[config.mk]
export PLATFORM = sky130hd
export DESIGN_NAME = uart_mem_ctrl
export DESIGN_NICKNAME = d
export VERILOG_FILES = /design/src/rtl/uart_mem_ctrl.sv
export SDC_FILE = /design/constraint.sdc
export NUM_CORES = 1
export LEC_CHECK = 0
export ABC_AREA = 1
export BUFFER_PORTS_ARGS = -buffer_cell sky130_fd_sc_hd__buf_2
export CAP_MARGIN = 40
export CORE_ASPECT_RATIO = 1.2
export CORE_MARGIN = 5
export CORE_UTILIZATION = 30
export CTS_CLUSTER_SIZE = 25
export DETAILED_ROUTE_END_ITERATION = 8
export PLACE_DENSITY = 0.59
export SYNTH_ARGS = -nofsm -noshare
export SYNTH_HDL_FRONTEND = slang
export SYNTH_SLANG_ARGS = --single-unit
[constraint.sdc]
create_clock -name clk -period 3.2 [get_ports clk]
set_clock_uncertainty 0.2 [all_clocks]
set_input_delay 0.48 -clock clk [delete_from_list [all_inputs] [get_ports clk]]
set_output_delay 0.48 -clock clk [all_outputs]
set_load 0.05 [all_outputs]
[src/rtl/uart_mem_ctrl.sv]
// Sequencer between UART rx/tx and a single-port byte RAM: stores 2*BYTE_LENGTH received
// bytes, then replays the upper half to the transmitter one byte per tx handshake.
module uart_mem_ctrl #(
    parameter int BYTE_LENGTH = 128,
    parameter int ADDR_W      = 8
) (
    input  logic              clk,
    input  logic              rst,
    input  logic              mem2uart,
    input  logic              rx_valid,
    input  logic [7:0]        rx_data,
    output logic              tx_start,
    output logic [7:0]        tx_data,
    input  logic              tx_busy,
    output logic              mem_we,
    output logic [ADDR_W-1:0] mem_addr,
    output logic [7:0]        mem_wdata,
    input  logic [7:0]        mem_rdata,
    output logic              recv_done,
    output logic              send_done,
    output logic              rx_overflow
);

    typedef enum logic [2:0] {RECV, HOLD, RD, LOAD, START, ACK, BUSY, DONE} state_t;

    localparam logic [ADDR_W:0]   LAST_WR = (ADDR_W+1)'(2*BYTE_LENGTH-1);
    localparam logic [ADDR_W-1:0] LAST_RD = ADDR_W'(BYTE_LENGTH-1);
    localparam logic [ADDR_W-1:0] BASE    = ADDR_W'(BYTE_LENGTH);

    state_t            state;
    logic [ADDR_W:0]   wr_cnt;
    logic [ADDR_W-1:0] rd_cnt;
    logic [ADDR_W-1:0] addr_q;
    logic [7:0]        wdata_q;
    logic              wr_en;

    // Receive writes go straight through so the byte lands in the cycle rx_valid pulses.
    assign wr_en     = !rst && rx_valid && (state == RECV);
    assign mem_we    = wr_en;
    assign mem_addr  = wr_en ? wr_cnt[ADDR_W-1:0] : addr_q;
    assign mem_wdata = wr_en ? rx_data : wdata_q;

    always_ff @(posedge clk) begin
        if (rst) begin
            state       <= RECV;
            wr_cnt      <= '0;
            rd_cnt      <= '0;
            addr_q      <= '0;
            wdata_q     <= '0;
            tx_start    <= 1'b0;
            tx_data     <= '0;
            recv_done   <= 1'b0;
            send_done   <= 1'b0;
            rx_overflow <= 1'b0;
        end else begin
            tx_start <= 1'b0;
            if (rx_valid && (state != RECV))
                rx_overflow <= 1'b1;
            case (state)
                RECV: if (rx_valid) begin
                    addr_q  <= wr_cnt[ADDR_W-1:0];
                    wdata_q <= rx_data;
                    wr_cnt  <= wr_cnt + 1'b1;
                    if (wr_cnt == LAST_WR) begin
                        state     <= HOLD;
                        recv_done <= 1'b1;
                    end
                end
                // Address is registered on entry to RD so the RAM sees it during RD.
                HOLD: if (mem2uart && recv_done) begin
                    rd_cnt <= '0;
                    addr_q <= BASE;
                    state  <= RD;
                end
                RD:   state <= LOAD;
                LOAD: begin
                    tx_data  <= mem_rdata;
                    tx_start <= 1'b1;
                    state    <= START;
                end
                START: state <= ACK;
                ACK:   if (tx_busy) state <= BUSY;
                BUSY: if (!tx_busy) begin
                    if (rd_cnt == LAST_RD) begin
                        state     <= DONE;
                        send_done <= 1'b1;
                    end else begin
                        rd_cnt <= rd_cnt + 1'b1;
                        addr_q <= BASE + rd_cnt + 1'b1;
                        state  <= RD;
                    end
                end
                DONE:    state <= DONE;
                default: state <= RECV;
            endcase
        end
    end

endmodule

==> results.tsv <==
stage	metric	value	unit
outcome	run status	finished clean	
floorplan	Core Area	7660	sq um
cts	Clk Latency, worst-skew pair	300	ps
timing	Final Max Tran Viols	0	
placement	Final GP Congestion	0.795	
cts	Clock Tree Buf Depth	2	
cts	setup bufs post-CTS	0	
route	DRT Pass-1 Iters	4	
timing	Setup violations, final	0	
placement	placed insts	480	
synthesis	synth top area cells	dfxtp_1, nand2_1, o21ai_0	
cts	CTS tree	built	
floorplan	die height	107	um
synthesis	Post-Synthesis Cells	348	
min_path	HP Class	input pin to flop	
cts	total CTS buffers	5	
setup_path	WP buf/inv	2	
grt	vias in the first global route	2186	
cts	CTS sink cnt	48	
timing	fin crit period	2860	ps
floorplan	Ports	50	
job	number of max-cap violations	0	
timing	Slew @ Worst Pin	542	ps
route	number of remaining DRC errors	0	
timing	final worst path period share	89.5	%
setup_path	crit-path leading delay family	simple AND/OR/NAND/NOR gates	
setup_path	crit path DAT	2180	ps
floorplan	row cnt	35	
pwr	PwrDens	548	nW/um^2
synthesis	Top FF cell, synth	dfxtp_1	
timing	final hold viol count	0	
synthesis	Syn Nets	372	
cts	Post-CTS Resized	0	
pwr	Seq pwr share	45.1	%
synthesis	number of flops mapped to enable cells by yosys	0	
final_layout	nets	419	
grt	initial antenna violation count	0	
setup_path	critical path fanouts, max	33	
floorplan	die area	9750	sq um
route	drt total wl	5610	um
synthesis	cell with the most instances after synthesis	nand2_1	
placement	Port Buf Inserts	49	
setup_path	crit-path cells	nor2_2, nand3_2, nor2_2, buf_4, nand2_1, o21ai_0, buf_2	
floorplan	Initial Util	30.8	%
grt	first-pass GRT wire length	9740	um
pwr	Psw	571	uW
cts	CTS Hold Bufs	0	
pwr	maximum VDD drop	0.000234	V
grt	pin count of the biggest net entering global routing	34	
setup_path	CP endpoint kind	primary output	
final_layout	n_diodes	0	
timing	final setup TNS	0	ps
timing	Slew HR	63.8	%
synthesis	YS warnings	0	
placement	HPWL after DPL	4130	um
grt	Remaining Overflow, GRT	0	
setup_path	CP Data Required Time	2520	ps
synthesis	Synth top cells by count	nand2_1, nor2_1, dfxtp_1, inv_1, o21ai_0	
pwr	Clk pwr share	25.0	%
setup_path	most used cell, CP	nor2_2	
timing	RSZ-0062 raised after global routing	no	
timing	Peak Freq	0.349	GHz
route	vias post-DR	2298	
setup_path	critical path class	flop to primary output	
synthesis	sequential fraction of the synthesis area	40.7	%
route	Via density	4.71	
pwr	Logic pwr share	30.0	%
floorplan	Die Width	91.0	um
grt	GRT Overall Usage	11.7	%
pwr	Net Sw Frac	37.3	%
setup_path	Crit-path slowest cell	dfxtp_1	
pwr	total power	1530	uW
pwr	Pint	961	uW
synthesis	Unique masters post-synth	31	
route	DRT antenna net count	0	
cts	Worst-path clk slew	90	ps
setup_path	max incr delay on CP	400	ps
setup_path	R2R setup slack	1080	ps
synthesis	Synth top area share	40.7	%
synthesis	Async S/R FF share, synth	0	%
synthesis	Syn Area/Cell	6.78	sq um
setup_path	type of origin of the critical path	flop	
final_layout	layout cells sized above 1	19.2	%
route	initial DRC count	66	
pwr	Leak Pwr	0.00131	uW
final_layout	Syn-to-layout area delta	18.4	%
final_layout	final-layout fill cell count	839	
synthesis	post-synthesis register bit count	48	
final_layout	Non-Filler Instances	488	
synthesis	Syn Std Cell Area	2360	sq um
synthesis	Yosys top cell by area	dfxtp_1	
route	drt wl/cell	11.5	um
cts	clock root buffer	clkbuf_8	
cts	H-tree depth	2	
-- worst reg2reg max path, delay by kind of cell, from the launching register on --
family	cells	cell delay, ps
simple gates	7	830
fa+ha+maj	2	440
flops	1	400
compound gates	2	130
-- logic make-up (layout without fill, tap and decap cells) --
group                      Yosys count  in the layout  synth area share, %
AOI/OAI and AO/OA                   77             77                 18.0
DFF                                 48             48                 40.7
adders and majority gates            3              3                 1.59
buffers and inverters               57            105                 9.91
and+or+nand+nor                    163            163                 29.8
-- layer usage --
metal  global-route usage (%)  routed length (um)  share of wire, %  up-vias
met2                     20.1                2630                47       50
li1                         -                   -                 -     1211
met4                     2.52                  42              0.75        0
met1                     14.6                2620                47     1031
met3                     3.09                 319               5.7        6
met5                        0                   0                 0        -
-- worst paths after layout --
check,start,to,cells after the start
worst max-delay path,state[0]$_SDFFE_PP0P_,mem_addr[2],7
worst min-delay path,rx_data[6],wdata_q[6]$_SDFFE_PP0N_,3
worst max register to register,wr_cnt[0]$_SDFFE_PP0N_,state[2]$_SDFFE_PP0P_,11
worst min register to register,rx_overflow$_SDFFE_PP0P_,rx_overflow$_SDFFE_PP0P_,2
-- placed cells by master, fill, tap and decap left out, drive strengths merged --
| master | instances |
|---|---|
| clkinv | 2 |
| buf | 52 |
| inv | 45 |
| clkbuf | 6 |
| dfxtp | 48 |
| o21ai | 44 |
| nor2 | 60 |
| a21oi | 22 |
| nor3 | 6 |
| o31ai | 8 |
| nand3 | 13 |
| nor3b | 1 |
| ha | 3 |
| a31oi | 1 |
| nand4 | 3 |
| a22o | 1 |
| nand2 | 80 |
| o21a | 1 |
-- stage by stage --
stage          util (%)  area (sq um)  hold WS [ps]  setup WS, ps
6_report           36.5          2800           192           337
5_1_grt            36.5          2800           186          91.6
3_3_place_gp       34.9          2670           242           696
2_1_floorplan         -          2360           240           472
3_5_place_dp       35.2          2700           250           650
4_1_cts            36.5          2800           183           312
-- cell type report --
cell class	instances	area, sq um	share of cell area, %
Timing Repair Buffer	52	288	10.3
Clock buffer	6	82.6	2.95
Multi-Input combinational cell	243	1170	41.7
Clock inverter	2	13.8	0.492
Tap cell	92	115	4.12
Inverter	45	169	6.04
Sequential cell	48	961	34.4
-- power by group through the flow --
stage / registers (uW) / clock network [uW] / logic [uW]
after global placement: 704 / 0 / 455
after detailed placement: 705 / 0 / 463
after floorplan: 699 / 0 / 373
final: 691 / 383 / 459
after global routing: 699 / 419 / 511
after CTS: 691 / 398 / 465
-- flip-flops by register name, summed over array words and instances (netlist names) --
| register | count |
|---|---|
| wdata_q | 8 |
| send_done | 1 |
| rd_cnt | 8 |
| addr_q | 8 |
| recv_done | 1 |
| tx_data | 8 |
| rx_overflow | 1 |
| wr_cnt | 9 |
| tx_start | 1 |
| state | 3 |
Power figures use the tool's default switching activity.
